File: config.mk
export PLATFORM = sky130hd
export DESIGN_NAME = prbs_pattern_engine_flat
export DESIGN_NICKNAME = d
export VERILOG_FILES = /design/src/rtl/prbs_pattern_engine_pkg.sv /design/src/rtl/prbs_pattern_engine_if.sv /design/src/rtl/prbs_pattern_engine_lfsr.sv /design/src/rtl/prbs_pattern_engine.sv /design/src/flat_wrapper.sv
export SDC_FILE = /design/constraint.sdc
export NUM_CORES = 1
export LEC_CHECK = 0
export BUFFER_PORTS_ARGS = -buffer_cell sky130_fd_sc_hd__buf_2
export CAP_MARGIN = 30
export CORE_ASPECT_RATIO = 0.5
export CORE_UTILIZATION = 45
export DETAILED_ROUTE_END_ITERATION = 6
export PLACE_DENSITY_LB_ADDON = 0.12
export SLEW_MARGIN = 25
export SYNTH_ARGS = -nofsm -noshare
export SYNTH_HDL_FRONTEND = slang
export SYNTH_HIERARCHICAL = 1
export SYNTH_SLANG_ARGS = --single-unit
File: constraint.sdc
create_clock -name CLK -period 7.25 [get_ports CLK]
set_input_delay 1.45 -clock CLK [delete_from_list [all_inputs] [get_ports CLK]]
set_output_delay 1.45 -clock CLK [all_outputs]
set_load 0.05 [all_outputs]
File: src/rtl/prbs_pattern_engine_pkg.sv
// Shared types for the PRBS pattern engine: mode and FSM encodings, LFSR length and taps.
// Optional feature macro used by the top: PRBS_ERR_CNT_EN.
package prbs_pattern_engine_pkg;

    localparam int LFSR_MAX = 23;

    typedef enum logic [1:0] {
        MODE_PRBS7  = 2'd0,
        MODE_PRBS9  = 2'd1,
        MODE_PRBS15 = 2'd2,
        MODE_PRBS23 = 2'd3
    } prbs_mode_e;

    typedef enum logic [1:0] {
        ST_IDLE    = 2'd0,
        ST_PATTERN = 2'd1,
        ST_PRBS    = 2'd2
    } state_e;

    typedef logic [4:0] tap_t;

    // Bit positions (exponent - 1) of the two polynomial terms x^a + x^b + 1.
    function automatic tap_t tap_hi(prbs_mode_e m);
        case (m)
            MODE_PRBS7:  return 5'd6;
            MODE_PRBS9:  return 5'd8;
            MODE_PRBS15: return 5'd14;
            default:     return 5'd22;
        endcase
    endfunction

    function automatic tap_t tap_lo(prbs_mode_e m);
        case (m)
            MODE_PRBS7:  return 5'd5;
            MODE_PRBS9:  return 5'd4;
            MODE_PRBS15: return 5'd13;
            default:     return 5'd17;
        endcase
    endfunction

endpackage

File: src/rtl/prbs_pattern_engine_if.sv
// Control, stream and status signals of the PRBS pattern engine.
// master = test controller / link side, slave = the engine.
interface prbs_pattern_engine_if #(
    parameter int DATA_WIDTH = 32,
    parameter int OUT_WIDTH  = 8,
    parameter int REP_WIDTH  = 8
);
    logic                  Valid;
    logic [DATA_WIDTH-1:0] IN;
    logic [REP_WIDTH-1:0]  N;
    logic [1:0]            Mode;
    logic [OUT_WIDTH-1:0]  Data_out;
    logic                  Data_out_valid;
    logic [OUT_WIDTH-1:0]  Data_in;
    logic                  Data_in_valid;
    logic                  Busy;
    logic                  Done;
    logic                  pattern_correct;
    logic [15:0]           Err_count;

    modport master (
        output Valid, IN, N, Mode, Data_in, Data_in_valid,
        input  Data_out, Data_out_valid, Busy, Done, pattern_correct, Err_count
    );

    modport slave (
        input  Valid, IN, N, Mode, Data_in, Data_in_valid,
        output Data_out, Data_out_valid, Busy, Done, pattern_correct, Err_count
    );
endinterface

File: src/rtl/prbs_pattern_engine_lfsr.sv
// Fibonacci LFSR (up to 23 bits) producing OUT_WIDTH feedback bits per enable, first bit in the MSB.
module prbs_pattern_engine_lfsr
    import prbs_pattern_engine_pkg::*;
#(
    parameter int OUT_WIDTH = 8
) (
    input  logic                 clk,
    input  logic                 rst_n,
    input  logic                 load_i,
    input  logic                 en_i,
    input  prbs_mode_e           mode_i,
    output logic [OUT_WIDTH-1:0] beat_o
);

    logic [LFSR_MAX-1:0]  state_q, state_d, stepped;
    logic [OUT_WIDTH-1:0] beat;

    // Unused upper bits of the register never reach the taps of shorter polynomials.
    always_comb begin
        // NOTE: every combinationally assigned signal gets a default first, so no path infers a latch.
        stepped = state_q;
        beat    = '0;
        for (int i = 0; i < OUT_WIDTH; i++) begin
            beat[OUT_WIDTH-1-i] = stepped[tap_hi(mode_i)] ^ stepped[tap_lo(mode_i)];
            stepped             = {stepped[LFSR_MAX-2:0], beat[OUT_WIDTH-1-i]};
        end
    end

    always_comb begin
        state_d = state_q;
        if (load_i)    state_d = '1;
        else if (en_i) state_d = stepped;
    end

    // NOTE: state registers use non-blocking assignments so every flop samples pre-edge values.
    always_ff @(posedge clk or negedge rst_n) begin
        if (!rst_n) state_q <= '1;
        else        state_q <= state_d;
    end

    assign beat_o = beat;

endmodule

File: src/rtl/prbs_pattern_engine.sv
// Seed-word + PRBS pattern generator with an independent loopback checker.
// Define PRBS_ERR_CNT_EN to build the saturating mismatched-beat counter on Err_count.
module prbs_pattern_engine
    import prbs_pattern_engine_pkg::*;
#(
    parameter int DATA_WIDTH = 32,
    parameter int OUT_WIDTH  = 8,
    parameter int REP_WIDTH  = 8,
    parameter int PRBS_WORDS = 16
) (
    input  logic                 CLK,
    input  logic                 RST,
    prbs_pattern_engine_if.slave bus
);

    localparam int W     = DATA_WIDTH / OUT_WIDTH;
    localparam int IDX_W = (W > 1) ? $clog2(W) : 1;
    localparam int CNT_W = (PRBS_WORDS > 1) ? $clog2(PRBS_WORDS) : 1;
    localparam logic [IDX_W-1:0] IDX_LAST = IDX_W'(W - 1);
    localparam logic [CNT_W-1:0] CNT_LAST = CNT_W'(PRBS_WORDS - 1);

    state_e                gen_q, gen_d, chk_q, chk_d;
    logic [DATA_WIDTH-1:0] in_q;
    logic [REP_WIDTH-1:0]  n_q;
    prbs_mode_e            mode_q;
    logic [IDX_W-1:0]      gen_idx_q, gen_idx_d, chk_idx_q, chk_idx_d;
    logic [REP_WIDTH-1:0]  gen_rep_q, gen_rep_d, chk_rep_q, chk_rep_d;
    logic [CNT_W-1:0]      gen_cnt_q, gen_cnt_d, chk_cnt_q, chk_cnt_d;
    logic                  busy_q, busy_d, done_q, done_d, pc_q, pc_d, err_q, err_d;
    logic                  accept, gen_lfsr_en, chk_lfsr_en, chk_step, mismatch;
    logic [OUT_WIDTH-1:0]  gen_prbs_beat, chk_prbs_beat, chk_expect;

    // Beat idx of the seed word, counted from the most significant end.
    function automatic logic [OUT_WIDTH-1:0] seed_beat(logic [DATA_WIDTH-1:0] w, logic [IDX_W-1:0] idx);
        return OUT_WIDTH'(w >> ((W - 1 - int'(idx)) * OUT_WIDTH));
    endfunction

    assign accept     = bus.Valid & ~busy_q;
    assign chk_expect = (chk_q == ST_PATTERN) ? seed_beat(in_q, chk_idx_q) : chk_prbs_beat;
    assign chk_step   = bus.Data_in_valid & (chk_q != ST_IDLE);
    assign mismatch   = chk_step & (bus.Data_in != chk_expect);

    always_comb begin
        gen_d       = gen_q;
        gen_idx_d   = gen_idx_q;
        gen_rep_d   = gen_rep_q;
        gen_cnt_d   = gen_cnt_q;
        gen_lfsr_en = 1'b0;
        case (gen_q)
            ST_PATTERN: begin
                if (gen_idx_q == IDX_LAST) begin
                    gen_idx_d = '0;
                    if (gen_rep_q + REP_WIDTH'(1) == n_q) begin
                        gen_rep_d = '0;
                        gen_d     = ST_PRBS;
                    end else begin
                        gen_rep_d = gen_rep_q + REP_WIDTH'(1);
                    end
                end else begin
                    gen_idx_d = gen_idx_q + IDX_W'(1);
                end
            end
            ST_PRBS: begin
                gen_lfsr_en = 1'b1;
                gen_cnt_d   = gen_cnt_q + CNT_W'(1);
                if (gen_cnt_q == CNT_LAST) begin
                    gen_cnt_d = '0;
                    gen_d     = ST_IDLE;
                end
            end
            default: ;
        endcase
        if (accept) begin
            gen_d     = (bus.N == '0) ? ST_PRBS : ST_PATTERN;
            gen_idx_d = '0;
            gen_rep_d = '0;
            gen_cnt_d = '0;
        end
    end

    // Checker walks the same sequence, but only on beats that actually come back.
    always_comb begin
        chk_d       = chk_q;
        chk_idx_d   = chk_idx_q;
        chk_rep_d   = chk_rep_q;
        chk_cnt_d   = chk_cnt_q;
        chk_lfsr_en = 1'b0;
        busy_d      = busy_q;
        done_d      = 1'b0;
        pc_d        = pc_q;
        err_d       = err_q | mismatch;
        if (chk_step) begin
            case (chk_q)
                ST_PATTERN: begin
                    if (chk_idx_q == IDX_LAST) begin
                        chk_idx_d = '0;
                        if (chk_rep_q + REP_WIDTH'(1) == n_q) begin
                            chk_rep_d = '0;
                            chk_d     = ST_PRBS;
                        end else begin
                            chk_rep_d = chk_rep_q + REP_WIDTH'(1);
                        end
                    end else begin
                        chk_idx_d = chk_idx_q + IDX_W'(1);
                    end
                end
                ST_PRBS: begin
                    chk_lfsr_en = 1'b1;
                    chk_cnt_d   = chk_cnt_q + CNT_W'(1);
                    if (chk_cnt_q == CNT_LAST) begin
                        chk_cnt_d = '0;
                        chk_d     = ST_IDLE;
                        busy_d    = 1'b0;
                        done_d    = 1'b1;
                        pc_d      = ~(err_q | mismatch);
                    end
                end
                default: ;
            endcase
        end
        if (accept) begin
            chk_d     = (bus.N == '0) ? ST_PRBS : ST_PATTERN;
            chk_idx_d = '0;
            chk_rep_d = '0;
            chk_cnt_d = '0;
            busy_d    = 1'b1;
            pc_d      = 1'b0;
            err_d     = 1'b0;
        end
    end

    always_ff @(posedge CLK or negedge RST) begin
        if (!RST) begin
            gen_q     <= ST_IDLE;
            chk_q     <= ST_IDLE;
            in_q      <= '0;
            n_q       <= '0;
            mode_q    <= MODE_PRBS7;
            gen_idx_q <= '0;
            gen_rep_q <= '0;
            gen_cnt_q <= '0;
            chk_idx_q <= '0;
            chk_rep_q <= '0;
            chk_cnt_q <= '0;
            busy_q    <= 1'b0;
            done_q    <= 1'b0;
            pc_q      <= 1'b0;
            err_q     <= 1'b0;
        end else begin
            gen_q     <= gen_d;
            chk_q     <= chk_d;
            gen_idx_q <= gen_idx_d;
            gen_rep_q <= gen_rep_d;
            gen_cnt_q <= gen_cnt_d;
            chk_idx_q <= chk_idx_d;
            chk_rep_q <= chk_rep_d;
            chk_cnt_q <= chk_cnt_d;
            busy_q    <= busy_d;
            done_q    <= done_d;
            pc_q      <= pc_d;
            err_q     <= err_d;
            if (accept) begin
                in_q   <= bus.IN;
                n_q    <= bus.N;
                mode_q <= prbs_mode_e'(bus.Mode);
            end
        end
    end

    prbs_pattern_engine_lfsr #(.OUT_WIDTH(OUT_WIDTH)) u_gen_lfsr (
        .clk    (CLK),
        .rst_n  (RST),
        .load_i (accept),
        .en_i   (gen_lfsr_en),
        .mode_i (mode_q),
        .beat_o (gen_prbs_beat)
    );

    prbs_pattern_engine_lfsr #(.OUT_WIDTH(OUT_WIDTH)) u_chk_lfsr (
        .clk    (CLK),
        .rst_n  (RST),
        .load_i (accept),
        .en_i   (chk_lfsr_en),
        .mode_i (mode_q),
        .beat_o (chk_prbs_beat)
    );

`ifdef PRBS_ERR_CNT_EN
    logic [15:0] err_cnt_q;

    always_ff @(posedge CLK or negedge RST) begin
        if (!RST)                                  err_cnt_q <= '0;
        else if (accept)                           err_cnt_q <= '0;
        else if (mismatch && err_cnt_q != 16'hFFFF) err_cnt_q <= err_cnt_q + 16'd1;
    end

    assign bus.Err_count = err_cnt_q;
`else
    assign bus.Err_count = '0;
`endif

    assign bus.Data_out_valid  = (gen_q != ST_IDLE);
    assign bus.Data_out        = (gen_q == ST_PATTERN) ? seed_beat(in_q, gen_idx_q) :
                                 (gen_q == ST_PRBS)    ? gen_prbs_beat : '0;
    assign bus.Busy            = busy_q;
    assign bus.Done            = done_q;
    assign bus.pattern_correct = pc_q;

endmodule

File: src/flat_wrapper.sv
// flat-port wrapper written by rule: the top's interface ports become plain ports
module prbs_pattern_engine_flat import prbs_pattern_engine_pkg::*;
#(
    parameter int DATA_WIDTH = 32,
    parameter int OUT_WIDTH  = 8,
    parameter int REP_WIDTH  = 8,
    parameter int PRBS_WORDS = 16
)
  (CLK, RST, bus_Valid, bus_IN, bus_N, bus_Mode, bus_Data_in, bus_Data_in_valid, bus_Data_out, bus_Data_out_valid, bus_Busy, bus_Done, bus_pattern_correct, bus_Err_count);
  prbs_pattern_engine_if #(.DATA_WIDTH(DATA_WIDTH), .OUT_WIDTH(OUT_WIDTH), .REP_WIDTH(REP_WIDTH)) bus_i ();
  input  logic CLK;
  input  logic RST;
  input wire logic [$bits(bus_i.Valid)-1:0] bus_Valid;
  input wire logic [$bits(bus_i.IN)-1:0] bus_IN;
  input wire logic [$bits(bus_i.N)-1:0] bus_N;
  input wire logic [$bits(bus_i.Mode)-1:0] bus_Mode;
  input wire logic [$bits(bus_i.Data_in)-1:0] bus_Data_in;
  input wire logic [$bits(bus_i.Data_in_valid)-1:0] bus_Data_in_valid;
  output wire logic [$bits(bus_i.Data_out)-1:0] bus_Data_out;
  output wire logic [$bits(bus_i.Data_out_valid)-1:0] bus_Data_out_valid;
  output wire logic [$bits(bus_i.Busy)-1:0] bus_Busy;
  output wire logic [$bits(bus_i.Done)-1:0] bus_Done;
  output wire logic [$bits(bus_i.pattern_correct)-1:0] bus_pattern_correct;
  output wire logic [$bits(bus_i.Err_count)-1:0] bus_Err_count;
  assign bus_i.Valid = bus_Valid;
  assign bus_i.IN = bus_IN;
  assign bus_i.N = bus_N;
  assign bus_i.Mode = bus_Mode;
  assign bus_i.Data_in = bus_Data_in;
  assign bus_i.Data_in_valid = bus_Data_in_valid;
  assign bus_Data_out = bus_i.Data_out;
  assign bus_Data_out_valid = bus_i.Data_out_valid;
  assign bus_Busy = bus_i.Busy;
  assign bus_Done = bus_i.Done;
  assign bus_pattern_correct = bus_i.pattern_correct;
  assign bus_Err_count = bus_i.Err_count;
  prbs_pattern_engine #(.DATA_WIDTH(DATA_WIDTH), .OUT_WIDTH(OUT_WIDTH), .REP_WIDTH(REP_WIDTH), .PRBS_WORDS(PRBS_WORDS)) u_core (.CLK(CLK), .RST(RST), .bus(bus_i));
endmodule
[After elaboration in Yosys (flattened, before gate mapping)]
Cells that the tools add are included.
Word-level totals
  register bits: 124
  word-level logic and storage cells: 216
Cells by class
  add/sub/neg operators: 8
  $lt $le $gt $ge: 2
  eq/ne operators: 19
  shifts and indexed selects: 2
  mux-type cells: 123
  bitwise logic cells: 22
  reductions and logical operators: 23
Operators by type and width (number)
  binary-select mux 1 bit (select 5 bit): 32
  2-to-1 mux 8 bit: 12
  2-to-1 mux 23 bit: 4
  right shift 32 x 32 -> 8 bit: 2
  2-to-1 mux 1 bit: 47
  2-to-1 mux 2 bit: 17
  case mux 5 bit (3 select lines): 2
  2-to-1 mux 4 bit: 7
  nonzero test 2 bit: 12
  adder 8 x 1 -> 8 bit (second input constant): 2
  equality test 8 bit: 2
  bitwise XOR 1 bit: 16
  < comparator 5 x 6 -> 1 bit (second input constant): 2
  != test 3 x 1 -> 1 bit (second input constant): 4
  equality test 2 bit (second input constant): 5
  adder 4 x 1 -> 4 bit (second input constant): 2
  equality test 4 bit (second input constant): 2
  logical NOT 8 bit: 1
  != test 8 bit: 1
  case mux 2 bit (2 select lines): 2
  equality test 2 x 1 -> 1 bit (second input constant): 3
  != test 3 x 2 -> 1 bit (second input constant): 2
  AND reduction 2 bit: 3
  AND reduction 3 bit: 2
  9 further kinds: 15

[Depth between registers and ports, before layout]
  depth after elaboration: 35
  gate-level depth with buffers: 21
  depth with buffers taken out: 18

[Hierarchy]
Netlist, hierarchy kept.
By module, submodules not included
  prbs_pattern_engine_lfsr: instances 2, cells each 278, area each 2358.5 um^2, sequential area each 604.3 um^2
  prbs_pattern_engine: instances 1, cells each 521, area each 4669.5 um^2, sequential area each 1951.9 um^2

[Worst setup path after synthesis]
Ideal clock, no wire load.
  path type: reg2out
  start point: register u_core.mode_q[1]
  end point: output port bus_Data_out[0]
  arrival: 4029 ps
  setup slack: 1771 ps
  stages on the path, launching flop included: 16
  buffers on the path: 1
  path through: dfrtp_1 -> inv_1 -> ha_1 -> buf_6 -> mux4_2 -> a21boi_0 -> o21a_1 -> o21a_1 -> or4_4 -> and3_4 -> or3_4 -> a211o_1 -> a41oi_2 -> nand3_1 -> xnor2_1 -> a22o_1
On the way
  longest elaborated chain between the ends: 28
  elaborated cells between the ends (all ways): 47
  classes of those cells: 2 x eq/ne; 36 x mux; 8 x bitwise; 1 x reduce/logical
Ends and longest elaborated chain
  start, declared: line prbs_pattern_engine.sv:25  | prbs_mode_e mode_q;
  start signal, assigned: line prbs_pattern_engine.sv:165  | mode_q <= prbs_mode_e'(bus.Mode);
  equality test 2 bit (tied with other cells): line prbs_pattern_engine_pkg.sv:24, prbs_pattern_engine_pkg.sv:33
  case mux 5 bit (3 select lines) (on tied branches): line prbs_pattern_engine_pkg.sv:24, prbs_pattern_engine_pkg.sv:33
  binary-select mux 1 bit (select 5 bit): line prbs_pattern_engine_lfsr.sv:24  | beat[OUT_WIDTH-1-i] = stepped[tap_hi(mode_i)] ^ stepped[tap_lo(mode_i)];
  2-to-1 mux 1 bit (not written as such): line prbs_pattern_engine_lfsr.sv:24
  bitwise XOR 1 bit: line prbs_pattern_engine_lfsr.sv:24
  binary-select mux 1 bit (select 5 bit): line prbs_pattern_engine_lfsr.sv:24
  2-to-1 mux 1 bit (not written as such): line prbs_pattern_engine_lfsr.sv:24
  bitwise XOR 1 bit: line prbs_pattern_engine_lfsr.sv:24
  [... 13 more ...]
  2-to-1 mux 1 bit (not written as such): line prbs_pattern_engine_lfsr.sv:24
  bitwise XOR 1 bit: line prbs_pattern_engine_lfsr.sv:24
  binary-select mux 1 bit (select 5 bit): line prbs_pattern_engine_lfsr.sv:24
  2-to-1 mux 1 bit (not written as such): line prbs_pattern_engine_lfsr.sv:24
  bitwise XOR 1 bit (*): line prbs_pattern_engine_lfsr.sv:24
  via u_core.gen_prbs_beat[0]: line prbs_pattern_engine.sv:31  | logic [OUT_WIDTH-1:0] gen_prbs_beat, chk_prbs_beat, chk_expect;
  2-to-1 mux 8 bit (*): line prbs_pattern_engine.sv:204  | (gen_q == ST_PRBS) ? gen_prbs_beat : '0;
  2-to-1 mux 8 bit (*): line prbs_pattern_engine.sv:203  | assign bus.Data_out = (gen_q == ST_PATTERN) ? seed_beat(in_q, gen_idx_q) :
  end, declared: line flat_wrapper.sv:19  | output wire logic [$bits(bus_i.Data_out)-1:0] bus_Data_out;
Mark *: on every way through the listed nets, which the timed path passes. The rest lies on a longest branch. The select of a mux whose other input is x is not followed.

[Final worst setup path]
  start point: register u_core.mode_q[1]
  end point: output port bus_Data_out[0]
On the way
  longest elaborated chain between the ends: 28
  elaborated cells between the ends (all ways): 47
  classes of those cells: 2 x eq/ne; 36 x mux; 8 x bitwise; 1 x reduce/logical
Ends and longest elaborated chain (line)
  equality test 2 bit (tied with other cells): prbs_pattern_engine_pkg.sv:24, prbs_pattern_engine_pkg.sv:33
  case mux 5 bit (3 select lines) (on tied branches): prbs_pattern_engine_pkg.sv:24, prbs_pattern_engine_pkg.sv:33
  binary-select mux 1 bit (select 5 bit): prbs_pattern_engine_lfsr.sv:24
  2-to-1 mux 1 bit (not written as such): prbs_pattern_engine_lfsr.sv:24
  bitwise XOR 1 bit: prbs_pattern_engine_lfsr.sv:24
  binary-select mux 1 bit (select 5 bit): prbs_pattern_engine_lfsr.sv:24
  2-to-1 mux 1 bit (not written as such): prbs_pattern_engine_lfsr.sv:24
  bitwise XOR 1 bit: prbs_pattern_engine_lfsr.sv:24
  [... 3 more ...]
  via u_core.gen_prbs_beat[5]: prbs_pattern_engine.sv:31
  [... 10 more ...]
  2-to-1 mux 1 bit (not written as such): prbs_pattern_engine_lfsr.sv:24
  bitwise XOR 1 bit: prbs_pattern_engine_lfsr.sv:24
  binary-select mux 1 bit (select 5 bit): prbs_pattern_engine_lfsr.sv:24
  2-to-1 mux 1 bit (not written as such): prbs_pattern_engine_lfsr.sv:24
  bitwise XOR 1 bit (*): prbs_pattern_engine_lfsr.sv:24
  via u_core.gen_prbs_beat[0]: prbs_pattern_engine.sv:31
  2-to-1 mux 8 bit (*): prbs_pattern_engine.sv:204
  2-to-1 mux 8 bit (*): prbs_pattern_engine.sv:203
Marked as above.

==> results.json <==
{
  "hold_depth": 2,
  "post-route-period-util_pct": 93.4,
  "via_count": 8219,
  "grt_usage_pct": 24.9,
  "max_slew_margin_pct": 34.2,
  "cts_root_buffer": "clkbuf_16",
  "startpoint": "u_core/mode_q[1]",
  "cp.depth": 13,
  "fin_ws_ns": 0.480,
  "path_clk_slew_ns": 0.06,
  "path_buf_inv": 1,
  "yosys_warnings": 6,
  "start_util_pct": 47.0,
  "n_fill_cell": 1884,
  "cts_setup_buffers": 0,
  "cts_resized": 0,
  "setup_viol": 0,
  "violations": "design-rule violations",
  "ctsHoldBuffers": 0,
  "reg2reg_slack_ns": 1.56,
  "pre_cts_slack_ns": 1.07,
  "drv_cap": 0,
  "cp_top_family": "compound AO/OA/AOI/OAI gates",
  "die_area_sq_um": 21500,
  "crit_path_end": "bus_Data_out[0]",
  "tritoncts": "yes",
  "clockBufferDepth": 2,
  "fin_setup_tns_ns": 0,
  "netlist_area_sq_um": 9390,
  "synth.avg_cell_area_sq_um": 8.72,
  "crit_required_ns": 5.80,
  "ir_worst_vdd_mv": 0.220,
  "worstReg2RegEnd": "u_core/bus.pattern_correct",
  "status": "complete, but fails checks",
  "synthMuxAreaShare_pct": 16.4,
  "seq_area_sq_um": 3160,
  "slew_violations": 0,
  "multi_input_area_sq_um": 5770,
  "fmax_mhz": 148,
  "ff2ff_path_depth": 18,
  "hold_ws_ns": 0.498,
  "crit_path_start_kind": "flop",
  "critPathCaptureType": "output port",
  "io_pins": 82,
  "yosys.area.top_type_share_pct": 20.8,
  "gp_congestion": 0.912,
  "synth-simple-area-share_pct": 20.7,
  "path_max_fanout": 27,
  "ys_seq_area_share_pct": 33.7,
  "h-tree-depth": 4,
  "numCtsBuffers": 17,
  "core_sq_um": 20000,
  "via_per_inst": 5.92,
  "synth_area_leaders": "dfrtp_1 21%, dfstp_2 13%, mux2i_1 10%",
  "postSynth.asyncResetShare_pct": 100,
  "clk_latency_ns": 0.44,
  "synth_edf_count": 0,
  "dp_hpwl_mm": 18.3,
  "synth_top_family_by_area": "simple AND/OR/NAND/NOR gates",
  "port_buffers": 65,
  "die_y_microns": 104,
  "synth_compound_area_share_pct": 16.8,
  "yosys.area_share.adder_pct": 1.60,
  "die_x_microns": 206,
  "fin_nets": 1175,
  "ys_ff_latch": 124,
  "grt_pass1_wl_mm": 41.5,
  "tightest_slew_ns": 0.987,
  "leakagePower_nw": 4.43,
  "routedWlPerCell_microns": 18.6,
  "period_needed_ns": 6.77,
  "drt_first_pass_iters": 7,
  "antenna_found_initial": 1,
  "drt-initial-drc-count": 606,
  "clkSinkCount": 124,
  "ys.flop_type": "dfrtp_1",
  "skew_ns": 0.00739,
  "drt.antenna.violating_nets": 0,
  "rsz0062_at_grt": "no",
  "hold_path_class": "reg2reg",
  "cp_slowest_cell": "ha_1",
  "drc": 8,
  "first_global_vias": 7715,
  "arrival_ns": 5.32,
  "r2r-start": "u_core/mode_q[1]",
  "yosys.cell_types.count": 83,
  "grt_max_degree": 70,
  "yosys.area_share.xor_xnor_pct": 5.32,
  "routed_wl_mm": 25.8,
  "path_cells": "ha_1 > nor2_1 > a221oi_1 > nor3_1 > o21ai_0 > nand3b_1 > o21ai_0 > mux2i_1 > o311ai_0 > nand3_1 > xnor2_1 > a22o_1 > buf_2",
  "slowest_delay_ns": 0.84,
  "syn2layout_area_growth_pct": 10.8,
  "overflow": 0,
  "synth_top_area_cell": "dfrtp_1",
  "drive_gt1_share_pct": 19.2,
  "cp_common_cell": "o21ai_0",
  "layout_common_cells": "238 x nand2_1, 94 x mux2i_1, 78 x dfrtp_1",
  "power_density_nw_per_um2": 516,
  "finalHoldViolations": 0,
  "total_power_mw": 5.37,
  "rows": 36,
  "worstSetupPathType": "reg2out",
  "synthCells": 1077,
  "layout_commonest_cell": "nand2_1"
}
-- layer usage --
layer | track usage [%] | wire, microns | vias up
met2 | 39.0 | 12200 | 229
met3 | 6.36 | 1290 | 32
li1 | - | - | 3921
met4 | 6.72 | 415 | 0
met5 | 0 | 0 | -
met1 | 33.9 | 11900 | 4037
-- power by group --
group	switching, mW	total (mW)	internal [mW]
Sequential	0.386	1.41	1.02
Combinational	1.85	3.11	1.27
Clock	0.365	0.848	0.484
-- kinds of logic (layout without fill, tap and decap cells) --
family / after synthesis / count (layout)
simple gates: 421 / 421
compound gates: 223 / 223
mux: 129 / 129
flops: 124 / 124
buf+inv: 110 / 140
xor+xnor: 57 / 57
fa+ha+maj: 12 / 12
other cells: 1 / 17
-- area by class of cell --
cell class	count	share of cell area, %
diodes	1	0.0241
clock buffers	17	4.09
clock inverters	15	1.50
well taps	266	3.20
repair buffers	76	4.14
multi-input cells	858	55.5
flip-flops and latches	124	30.4
inverters	32	1.15
-- synthesized netlist by cell type (3+ instances only) --
library cell / count
a22o_1: 12
nor2_1: 40
and2_1: 4
mux4_2: 18
nand3_1: 22
xor2_1: 29
nand2_1: 238
nand3b_1: 4
buf_1: 7
nand2b_1: 5
o211ai_1: 4
buf_2: 7
a31oi_1: 12
o22ai_1: 6
mux2i_1: 94
dfrtp_1: 78
o21a_1: 7
a211o_1: 5
o21ai_0: 53
or3_1: 8
a211oi_1: 10
nor3_1: 39
nor4_1: 12
a221oi_1: 3
dfstp_2: 46
a41oi_1: 4
mux2_2: 15
o31ai_1: 4
o31a_1: 4
ha_1: 12
xnor2_1: 28
buf_4: 21
inv_1: 29
or2_2: 3
a21oi_1: 41
nor4b_1: 3
clkbuf_1: 40
a311oi_1: 10
nor2b_1: 12
nand4_1: 3
and3_1: 8
o22a_1: 4
a21o_1: 7
-- registers in the layout, summed over array words and instances (netlist names), 2 cells and up --
| name | cells |
|---|---|
| u_core/in_q | 32 |
| u_core/chk_idx_q | 2 |
| u_core/u_gen_lfsr/state_q | 23 |
| u_core/chk_q | 2 |
| u_core/u_chk_lfsr/state_q | 23 |
| u_core/gen_idx_q | 2 |
| u_core/gen_rep_q | 8 |
| u_core/chk_rep_q | 8 |
| u_core/gen_cnt_q | 4 |
| u_core/chk_cnt_q | 4 |
| u_core/gen_q | 2 |
| u_core/mode_q | 2 |
| u_core/n_q | 8 |
-- worst min-delay path, stage by stage, from the launching register on --
cell and delay [ns]:
dfrtp_1 0.36, nand2_1 0.05, nand2_1 0.06
-- metrics by stage --
step	cells	area [sq um]	util (%)
after floorplan	1092	9440	-
after global placement	1355	9790	49.1
after detailed placement	1355	9790	49.1
after CTS	1387	10400	52.0
after global routing	1389	10400	52.1
final	1389	10400	52.1
-- worst min path at each step --
stage	startpoint	endpoint
after floorplan	u_core/in_q[14]	u_core/in_q[14]
after global placement	u_core/in_q[9]	u_core/in_q[9]
after detailed placement	u_core/in_q[9]	u_core/in_q[9]
after CTS	u_core/in_q[6]	u_core/in_q[6]
after global routing	u_core/in_q[9]	u_core/in_q[9]
final	u_core/in_q[20]	u_core/in_q[20]
(Power assumes the default switching activity.)
